==> config.mk <==
export PLATFORM = sky130hd
export DESIGN_NAME = hazard_ctrl
export DESIGN_NICKNAME = d
export VERILOG_FILES = /design/src/rtl/hazard_ctrl.sv
export SDC_FILE = /design/constraint.sdc
export NUM_CORES = 1
export LEC_CHECK = 0
export BUFFER_PORTS_ARGS = -buffer_cell sky130_fd_sc_hd__buf_2
export CORE_ASPECT_RATIO = 0.8
export CORE_MARGIN = 5
export CORE_UTILIZATION = 31
export CTS_CLUSTER_SIZE = 8
export DETAILED_ROUTE_END_ITERATION = 10
export SYNTH_ARGS = -nofsm -noshare
export SYNTH_HDL_FRONTEND = slang
export SYNTH_SLANG_ARGS = --single-unit
==> constraint.sdc <==
create_clock -name i_clk -period 3.2 [get_ports i_clk]
set_clock_uncertainty 0.05 [all_clocks]
set_input_delay 0.64 -clock i_clk [delete_from_list [all_inputs] [get_ports i_clk]]
set_output_delay 0.64 -clock i_clk [all_outputs]
set_load 0.02 [all_outputs]
==> src/rtl/hazard_ctrl.sv <==
// -----------------------------------------------------------------------------
// hazard_ctrl
//   Hazard and sequencing controller for the 5-stage MIPS pipeline. Decides,
//   every cycle, whether the PC and IF_ID load, whether IF_ID is replaced by a
//   NOP and whether ID_EX receives a bubble. It resolves load-use hazards,
//   taken-branch redirects, instruction-memory wait states and the structural
//   hazard on the multi-cycle mult/div unit, and counts stall cycles.
//
// Parameters
//   MULDIV_LAT  cycles the mult/div unit stays busy after issue (>= 1)
//   CNT_W       width of the saturating stall counter
//
// Ports
//   i_clk              pipeline clock, rising edge
//   i_reset            asynchronous, active-high reset
//   i_id_rs/i_id_rt    source registers of the instruction in ID
//   i_id_use_rs/_rt    the ID instruction really reads rs / rt
//   i_id_is_muldiv     ID instruction is mult/multu/div/divu
//   i_id_reads_hilo    ID instruction is mfhi/mflo
//   i_ex_rd            destination register of the instruction in EX
//   i_ex_mem_read      EX instruction is a load
//   i_ex_branch_taken  branch/jump resolved taken in EX this cycle
//   i_imem_ready       instruction memory returns valid data this cycle
//   o_pc_write         PC load enable
//   o_if_id_write      IF_ID load enable (0 = hold)
//   o_if_id_flush      IF_ID loads a NOP instead of fetched data
//   o_id_ex_bubble     ID_EX loads an all-zero control bundle
//   o_muldiv_busy      mult/div unit occupied
//   o_stall_count      saturating count of cycles with o_if_id_write = 0
// -----------------------------------------------------------------------------
module hazard_ctrl #(
    parameter int MULDIV_LAT = 4,
    parameter int CNT_W      = 16
) (
    input  logic             i_clk,
    input  logic             i_reset,
    input  logic [4:0]       i_id_rs,
    input  logic [4:0]       i_id_rt,
    input  logic             i_id_use_rs,
    input  logic             i_id_use_rt,
    input  logic             i_id_is_muldiv,
    input  logic             i_id_reads_hilo,
    input  logic [4:0]       i_ex_rd,
    input  logic             i_ex_mem_read,
    input  logic             i_ex_branch_taken,
    input  logic             i_imem_ready,
    output logic             o_pc_write,
    output logic             o_if_id_write,
    output logic             o_if_id_flush,
    output logic             o_id_ex_bubble,
    output logic             o_muldiv_busy,
    output logic [CNT_W-1:0] o_stall_count
);

    localparam int BUSY_W = $clog2(MULDIV_LAT + 1);

    typedef enum logic {
        ST_RUN,
        ST_MULDIV
    } state_t;

    state_t              r_state;
    logic [BUSY_W-1:0]   r_busy_cnt;
    logic [CNT_W-1:0]    r_stall_count;

    logic w_load_use;
    logic w_struct_haz;
    logic w_stall;
    logic w_issue;

    // A load writing $0 never creates a real dependency.
    assign w_load_use = i_ex_mem_read && (i_ex_rd != 5'd0) &&
                        ((i_id_use_rs && (i_id_rs == i_ex_rd)) ||
                         (i_id_use_rt && (i_id_rt == i_ex_rd)));

    assign w_struct_haz = (r_state == ST_MULDIV) && (i_id_is_muldiv || i_id_reads_hilo);
    assign w_stall      = w_load_use || w_struct_haz;
    assign w_issue      = i_id_is_muldiv && !w_stall && !i_ex_branch_taken && !i_reset;

    assign o_muldiv_busy = (r_state == ST_MULDIV);
    assign o_stall_count = r_stall_count;

    // Priority: reset, branch redirect, stall, imem wait, normal flow.
    always_comb begin
        // NOTE: every output gets a default first so no path leaves it unassigned (no latch).
        o_pc_write     = 1'b1;
        o_if_id_write  = 1'b1;
        o_if_id_flush  = 1'b0;
        o_id_ex_bubble = 1'b0;
        if (i_reset) begin
            o_pc_write     = 1'b0;
            o_if_id_write  = 1'b0;
            o_if_id_flush  = 1'b1;
            o_id_ex_bubble = 1'b1;
        end else if (i_ex_branch_taken) begin
            // Redirect wins over any stall: the stalled instructions are squashed anyway.
            o_if_id_flush  = 1'b1;
            o_id_ex_bubble = 1'b1;
        end else if (w_stall) begin
            o_pc_write     = 1'b0;
            o_if_id_write  = 1'b0;
            o_id_ex_bubble = 1'b1;
        end else if (!i_imem_ready) begin
            // Older instruction advances; a NOP fills ID while fetch waits.
            o_pc_write     = 1'b0;
            o_if_id_flush  = 1'b1;
        end
    end

    // Mult/div occupancy. A taken branch does not cancel the operation in
    // flight: it is older than the branch and must complete.
    always_ff @(posedge i_clk or posedge i_reset) begin
        // NOTE: sequential state uses non-blocking assignments so all registers update together.
        if (i_reset) begin
            r_state    <= ST_RUN;
            r_busy_cnt <= '0;
        end else begin
            case (r_state)
                ST_RUN: begin
                    if (w_issue) begin
                        r_state    <= ST_MULDIV;
                        r_busy_cnt <= BUSY_W'(MULDIV_LAT);
                    end
                end
                ST_MULDIV: begin
                    if (r_busy_cnt == BUSY_W'(1)) begin
                        r_state    <= ST_RUN;
                        r_busy_cnt <= '0;
                    end else begin
                        r_busy_cnt <= r_busy_cnt - BUSY_W'(1);
                    end
                end
                default: begin
                    r_state    <= ST_RUN;
                    r_busy_cnt <= '0;
                end
            endcase
        end
    end

    // Counts held-fetch cycles; sticks at all-ones instead of wrapping.
    always_ff @(posedge i_clk or posedge i_reset) begin
        if (i_reset) begin
            r_stall_count <= '0;
        end else if (!o_if_id_write && (r_stall_count != {CNT_W{1'b1}})) begin
            r_stall_count <= r_stall_count + CNT_W'(1);
        end
    end

endmodule

## Yosys cells after proc, flatten, opt, wreduce, memory -nomap -nowiden

Cells that the tools add are included.

- Word-level logic and storage cells: 48
- Output and inout port bits: 21
- Input port bits: 24
- Register bits: 20

- Equality and inequality tests: 5
- Reductions and logical operators: 17
- Add/sub/neg operators: 2
- Muxes and demuxes: 20
- Bitwise operators: 1

Operators by type and width:

| operator | count |
|---|---|
| 16-bit by 1-bit adder with 16-bit output, second input constant | 1 |
| 1-bit 2-to-1 mux | 16 |
| 16-bit inequality test, second input constant | 1 |
| 5-bit == test | 2 |
| 1-bit logical AND | 9 |
| 3-bit 2-to-1 mux | 2 |
| 3-bit one-hot mux with 2 select lines | 1 |
| 5-bit nonzero test | 1 |
| 1-bit zero test | 4 |
| 3-bit by 1-bit == test with 1-bit output, second input constant | 1 |
| 1-bit logical OR | 3 |
| 3-bit by 1-bit subtractor with 3-bit output, second input constant | 1 |
| 2-bit inequality test, second input constant | 1 |
| 1-bit one-hot mux with 2 select lines | 1 |
| 1-bit inverter | 1 |

## Depth between registers and ports, before layout

Gate-level depths: netlist of run 1.

- Word-level depth: 11
- Gate-level depth with buffers: 8
- Gate-level depth less buffers: 6

## Worst setup path before layout of run 1

No wires, ideal clock.

- Kind: input port to output port
- From: input i_ex_rd[1]
- To: output o_pc_write
- Slack: 0.538 ns
- Cell stages on the path: 6
- Data required time: 2.510 ns
- Arrival: 1.972 ns
- Buffers on the path: 2
- Path through: or4_1 > o21ai_1 > o31a_1 > buf_6 > buf_6 > o21a_1

- Longest elaborated chain between the ends: 8

RTL lines:

| element | RTL line | text |
|---|---|---|
| start, declared | 43 | `input logic [4:0] i_ex_rd,` |
| 5-bit == test (on tied branches) | 73, 74 |  |
| 1-bit logical AND (on tied branches) | 73, 74 |  |
| 1-bit logical OR | 73 | `((i_id_use_rs && (i_id_rs == i_ex_rd)) \|\|` |
| 1-bit logical AND * | 72 | `assign w_load_use = i_ex_mem_read && (i_ex_rd != 5'd0) &&` |
| 1-bit logical OR * | 77 | `assign w_stall = w_load_use \|\| w_struct_haz;` |
| 1-bit 2-to-1 mux * | 99 | `end else if (w_stall) begin` |
| 1-bit 2-to-1 mux * | 95 | `end else if (i_ex_branch_taken) begin` |
| 1-bit 2-to-1 mux * | 90 | `if (i_reset) begin` |
| end, declared | 47 | `output logic o_pc_write,` |

Every way passes the cells marked *; elsewhere a longest branch is shown, timed or not.

## Final worst setup path of run 1

- From: input i_ex_rd[3]
- To: output o_pc_write

The elaborated chain is that of the path after synthesis.

==> results.md, run 1 <==
* Final slew viol count at 0
* Full die area at between 0.005 and 0.006 sq mm
* Fillcell total at 400
* Worst r2r dst: o_stall_count[2]
* GRT overflow at 0
* HPWL Detailed at about 2400 microns
* Outcome: complete, no violations
* Via density at 4.65
* Most frequent cells in the layout: buf_2 (44), xor2_1 (21), dfrtp_1 (20)
* Final wirelength at 2930 microns
* Nets at ~200
* Post-synth EDFFs at 0
* Total internal power at slightly above 600 uW
* Worst-skew pair later-pin latency at 0.25 ns
* CTS Root Cell: clkbuf_8
* Initial drt markers at 44
* Cell family with most CP delay: compound AO/OA/AOI/OAI gates
* Crit path arrival time at 1.99 ns
* Crit path max fanout at 3
* Synth unique cells at 33
* Largest net degree at the start of global routing at 21
* Reg-to-reg critical path startpoint: o_stall_count[3]
* Critical path, cell by cell: buf_2 > xor2_1 > nor4_2 > a32oi_1 > o31a_1 > o21a_1 > buf_2
* Final setup fails at 0
* Die H at 66.3 microns
* Slowest cell on the critical path: o31a_1
* Hold buffer count at cts at 0
* Synthesized cell area at 0.00123 sq mm
* Footprint of the multi-input gates at approximately 670 sq um
* Resize count post-CTS at 0
* RSZ-0062 raised after global routing: false
* Design area at ~0.0015 sq mm
* Vias at between 1000 and 1500
* Yosys reg bits at 20
* Max Clk Rate at 373 MHz
* DRC at 0
* Final min period at roughly 2.7 ns
* Die width at 80.4 microns
* CP bufs+invs at 2
* Vias in the first global route at approximately 1100
* Antenna cells at 0
* Top cell by count, worst path: buf_2
* Logic pwr share at 0.426
* Slew Limit Headroom at 0.484
* Num CTS Buffers at 3
* Worst r2r path cells at 7
* Initial Util at 0.323
* Switching part of the total at 0.427
* CP max stage delay at around 0.34 ns
* Antenna violations before repair at 0
* VDD IR max at 0.346 mV
* H-tree lvl count at 1
* Clk sinks at 20
* Syn Area/Cell at 10.2 sq um
* FF+latch area at ~500 sq um
* Setup TNS at 0 ns
* Worst-path clk slew at ~0.07 ns
* GRT Resource Usage Total at 0.111
* DR WL/cell at around 13 microns
* Worst-Margin Slew at approximately 0.77 ns
* Setup crit start: i_ex_rd[3]
* CP Capture Point: o_pc_write
* Power Density at 700 mW/mm^2
* CP Capture Type: primary output
* Ports at 45
* Row cnt at 20
* CTS tree: built
* Max-cap check violation count at 0
* WP depth at 7
* Critical Path Source Type: input port
* Post-route antenna net violation count at 0
* Global-route wire length before repair at 4670 microns
* Seq pwr share at 0.424
* Final Hold Viols at 0
* Share of flip-flops with an asynchronous set or reset at 1.00
* Primary FF master, synth: dfrtp_1
* Port-buffer cells at 44
* Switching power total at 461 uW
* Area grow syn2layout at 25.6%
* Clock power frac at 0.150
* Core Region at 0.00380 sq mm
* Commonest non-fill, non-tap cell in the layout: buf_2
* Final period util at 0.837
* Syn. warnings at 0
* Share of cells above drive strength 1 at 0.373
* Syn Nets at approximately 150
* Seq/Total Area, Yosys at 0.407
* Clk buf depth at 2
* Hold Path Class: reg -> reg
* Crit Path Category: in -> out
* Reg2Reg Setup Slack at 0.89 ns
* Drt first pass iters at 4
* GP Congestion at 0.767
* Post CTS Setup Buffer Count at 0
* Leakage at 0.739 nW
* Mapped Cells at approximately 120
* Dpl cell area at 0.00150 sq mm
* Critical Path RT at 2.51 ns
-- worst register-to-register path, delay by kind of cell, from the launching register on --
family	cells	cell delay [ns]
simple gates	5	1.31
xor+xnor	1	0.14
buf+inv	1	0.28
flops	1	0.42
-- metal layers --
layer	vias to the layer above	routed length (microns)	track usage
met5	-	0	0
met4	0	0	0.0127
met3	0	162	0.0450
met2	18	1460	0.192
met1	496	1300	0.132
li1	513	-	-
-- registers in the layout (all words and copies together) (netlist names) --
signal         flops
o_muldiv_busy      1
r_busy_cnt         3
o_stall_count     16
-- worst min path at each step --
stage,from,to,slack [ns],cells past startpoint
after global placement,o_stall_count[5],o_stall_count[5],0.43,1
after CTS,o_stall_count[5],o_stall_count[5],0.45,1
after global routing,o_stall_count[5],o_stall_count[5],0.46,1
after detailed placement,o_stall_count[5],o_stall_count[5],0.43,1
final,o_stall_count[5],o_stall_count[5],0.44,1
after floorplan,r_busy_cnt[2],r_busy_cnt[2],0.43,1
-- per-stage QoR --
stage | setup WS, ns | std cells | hold slack (ns) | total power [mW] | utilization
5_1_grt | 0.408 | 221 | 0.460 | 1.16 | 0.406
2_1_floorplan | 0.538 | 121 | 0.427 | 0.762 | -
3_5_place_dp | 0.513 | 218 | 0.430 | 0.929 | 0.395
3_3_place_gp | 0.544 | 218 | 0.426 | 0.904 | 0.395
6_report | 0.522 | 221 | 0.443 | 1.08 | 0.406
4_1_cts | 0.517 | 221 | 0.446 | 1.10 | 0.406
-- power groups by stage --
stage	Clock, mW	Sequential, mW	Combinational [mW]
after floorplan	0	0.534	0.228
after global placement	0	0.453	0.451
after detailed placement	0	0.462	0.466
after CTS	0.168	0.458	0.470
after global routing	0.178	0.475	0.507
final	0.162	0.458	0.460
-- cells in the mapped netlist (2+ instances only) --
library cell	number	area share
dfrtp_1	20	0.41
ha_1	3	0.031
nor4_1	4	0.020
nand3_1	7	0.029
nand4_1	2	0.010
xnor2_1	2	0.014
mux2_2	2	0.018
nand2_1	7	0.021
xor2_1	21	0.15
and3_1	4	0.020
o21ai_0	4	0.016
o21a_1	2	0.012
nor2_1	5	0.015
nor3_2	7	0.057
nor3b_2	2	0.020
nor3_1	3	0.012
buf_6	2	0.018
inv_1	7	0.021
nand2b_1	3	0.015
-- kinds of logic (layout without fill, tap and decap cells) --
logic type	after synthesis	count (layout)	synth area share
DFF	20	20	0.407
muxes	3	3	0.0265
AOI/OAI and AO/OA	13	13	0.0703
xor gates and xnor gates	23	23	0.164
and+or+nand+nor	48	48	0.255
buffers and inverters	11	56	0.0468
adders and majority gates	3	3	0.0306
-- cell type report --
class                      count  share of cell area
inverter                       7              0.0170
clock buffer                   3              0.0268
sequential                    20               0.324
multi-input combinational     90               0.435
tap                           55              0.0446
timing repair buffer          46               0.152
(Power assumes the default switching activity.)
==> run 2, diff against run 1 <==
--- a/config.mk
+++ b/config.mk
@@ -5,6 +5,7 @@
 export SDC_FILE = /design/constraint.sdc
 export NUM_CORES = 1
 export LEC_CHECK = 0
+export ABC_AREA = 1
 export BUFFER_PORTS_ARGS = -buffer_cell sky130_fd_sc_hd__buf_2
 export CORE_ASPECT_RATIO = 0.8
 export CORE_MARGIN = 5
==> constraint.sdc (replaced) <==
create_clock -name i_clk -period 2.65 [get_ports i_clk]
set_clock_uncertainty 0.05 [all_clocks]
set_input_delay 0.53 -clock i_clk [delete_from_list [all_inputs] [get_ports i_clk]]
set_output_delay 0.53 -clock i_clk [all_outputs]
set_load 0.02 [all_outputs]
==> run 2 against run 1 <==
Routed wire length rose by 23%. Sequential share of layout area fell by 4.4 points. Worst hold slack got worse by 0.14 ns. Critical path type unchanged.
==> results.md, run 2 <==
* Outcome: complete, no violations
* Cell with the most instances after synthesis: nand2_1
* Post CTS Setup Buffer Count at 0 (unchanged)
* Ports at 45 (unchanged)
* DRC at 0 (unchanged)
* Max FFs per register at 16 (unchanged)
* Synthesized cell area at 0.00147 sq mm (+20%)
* Syn Area/Cell at 6.88 sq um (-32%)
* CTS Root Cell: clkbuf_8
* Row cnt at 22 (+10%)
* Critical Path RT at 2.07 ns (-0.44 ns)
* VDD IR max at 0.491 mV (+42%)
* CP Capture Type: primary output
* Final Hold Viols at 0 (unchanged)
* Top cells by area, synth: dfrtp_1 (34%), nand2_1 (20%), nand3_1 (9.9%)
* Largest net degree at the start of global routing at 21 (unchanged)
* Total internal power at 658 uW (+6.3%)
* Fillcell total at 498 (+25%)
* Critical Path Source Type: input port
* Biggest area consumer among synthesized cells: dfrtp_1
* Crit Path Category: in -> out
* Global-route wire length before repair at 6110 microns (+31%)
* Seq/Total Area, Yosys at 0.340 (-0.0672)
* Share of flip-flops with an asynchronous set or reset at 1.00 (unchanged)
* Commonest non-fill, non-tap cell in the layout: nand2_1
* Top post-synthesis cells by count: nand2_1 (80), nand3_1 (29), dfrtp_1 (20), inv_1 (20), nor2_1 (17)
* Port-buffer cells at 44 (unchanged)
* CP max stage delay at 0.16 ns (-0.18 ns)
* Post-route antenna net violation count at 0 (unchanged)
* Share of cells above drive strength 1 at 0.255 (-0.119)
* Most frequent cells in the layout: nand2_1 (80), buf_2 (44), nand3_1 (29), inv_1 (20), dfrtp_1 (20)
* Final slew viol count at 0 (unchanged)
* Clk sinks at 20 (unchanged)
* Place WS at 0.513 ns (+0.000488 ns)
* Via density at 4.47 (-3.9%)
* Die width at 87.0 microns (+8.3%)
* Syn Nets at 241 (+63%)
* Footprint of the multi-input gates at 831 sq um (+24%)
* FF+latch area at 500 sq um (unchanged)
* RSZ-0062 raised after global routing: false
* Setup TNS at 0 ns (unchanged)
* Crit path max fanout at 4 (+1)
* Reg-to-reg critical path startpoint: o_stall_count[0]
* Drt first pass iters at 4 (unchanged)
* CTS tree: built
* GRT overflow at 0 (unchanged)
* Worst-Margin Slew at 0.323 ns (-0.450 ns)
* Final wirelength at 3590 microns (+23%)
* Hold buffer count at cts at 0 (unchanged)
* Worst-path clk slew at 0.07 ns (about the same)
* Post-synth EDFFs at 0 (unchanged)
* Setup crit start: i_ex_rd[3]
* Switching part of the total at 0.415 (-0.0115)
* Vias at 1425 (+39%)
* Synth top area share at 0.340 (-0.0672)
* Top cell by count, worst path: nand2_1
* Crit path arrival time at 1.56 ns (-0.43 ns)
* Logic pwr share at 0.402 (-0.024)
* Final worst slack at 0.514 ns (-0.00805 ns)
* Area grow syn2layout at 21.3%
* Power Density at 630 mW/mm^2 (-9.9%)
* Slowest cell on the critical path: buf_2
* Finished Core Util at 0.388 (-0.0175)
* Final min period at between 2 and 2.5 ns
* Slew Limit Headroom at 0.782 (+0.298)
* Hold Path Class: in -> async
* Leakage at 1.03 nW (+40%)
* Synth unique cells at 23 (-30%)
* H-tree lvl count at 1 (unchanged)
* Mapped Cells at 214 (+77%)
* Yosys reg bits at 20 (unchanged)
* Worst-skew pair later-pin latency at 0.26 ns (about the same)
* Die H at 71.6 microns (+8.0%)
* Antenna violations before repair at 0 (unchanged)
* Full die area at 0.00623 sq mm (+17%)
* Max-cap check violation count at 0 (unchanged)
* GP Congestion at 0.753 (-1.8%)
* Clock power frac at 0.179 (+0.029)
* DR WL/cell at 11.3 microns (-15%)
* Switching power total at 467 uW (+1.3%)
* Nets at 288 (+48%)
* Critical path, cell by cell: buf_2 > inv_2 > nand4_1 > o21ai_1 > inv_1 > nand2_1 > nand2_1 > nand2_1 > nand2_2 > nor2_1 > buf_2
* Max Clk Rate at 468 MHz
* Resize count post-CTS at 0 (unchanged)
* Clk buf depth at 2 (unchanged)
* Initial Util at 0.320 (-0.00294)
* HPWL Detailed at 2750 microns (+17%)
* Final setup fails at 0 (unchanged)
* Num CTS Buffers at 3 (unchanged)
* Initial drt markers at 78 (+77%)
* Syn. warnings at 0 (unchanged)
* GRT Resource Usage Total at 0.119 (+0.00875)
* Antenna cells at 0 (unchanged)
* Vias in the first global route at 1350 (+28%)
* Primary FF master, synth: dfrtp_1
* Core Region at 0.00460 sq mm (+21%)
* Final period util at 0.806
* Seq pwr share at 0.419 (-0.005)
==> run 2: worst paths after layout <==
path | end | cells past startpoint | slack [ns]
min in group i_clk | o_stall_count[15] | 2 | 0.46
hold reg to reg | o_stall_count[15] | 2 | 0.46
setup reg to reg | o_stall_count[11] | 9 | 0.77
hold / removal | o_stall_count[13] | 3 | 0.30
setup / recovery | o_pc_write | 11 | 0.51
max in group asynchronous | o_stall_count[2] | 3 | 2.03
==> run 2: area by class of cell <==
type                       count  area share
multi-input combinational    163       0.466
sequential                    20       0.281
timing repair buffer          46       0.132
inverter                      27      0.0568
tap                           60      0.0421
clock buffer                   3      0.0231
==> run 2: critical path, delay by kind of cell <==
kind / cells / cell delay (ns)
compound gates: 1 / 0.13
buf+inv: 4 / 0.39
simple gates: 6 / 0.51
==> run 2: power by group through the flow <==
stage	combinational (mW)	clock [mW]	sequential [mW]
final	0.452	0.201	0.472
after global routing	0.515	0.219	0.486
after CTS	0.461	0.208	0.471
after detailed placement	0.461	0	0.475
after global placement	0.452	0	0.476
after floorplan	0.282	0	0.520
==> run 2: cell families after synthesis <==
family	count (synthesis)	share of synthesized area
flops	20	0.340
simple gates	142	0.442
compound gates	4	0.0136
xor+xnor	14	0.0833
buf+inv	31	0.0952
fa+ha+maj	3	0.0255
==> run 2: through the flow <==
step / power [mW] / instances / hold WS (ns) / cell area, sq um
floorplan: 0.803 / 214 / 0.428 / 1470
global placement: 0.928 / 316 / 0.429 / 1740
detailed placement: 0.937 / 316 / 0.454 / 1740
CTS: 1.14 / 319 / 0.308 / 1780
global route: 1.22 / 319 / 0.337 / 1780
finish: 1.12 / 319 / 0.299 / 1780
==> run 2: metal layers <==
layer | routed length (microns) | share of wire | vias to the layer above | GRT usage
li1 | - | - | 759 | -
met1 | 1780 | 0.49 | 628 | 0.170
met2 | 1540 | 0.43 | 36 | 0.186
met3 | 255 | 0.071 | 2 | 0.0310
met4 | 17 | 0.0047 | 0 | 0.0156
met5 | 0 | 0 | - | 0
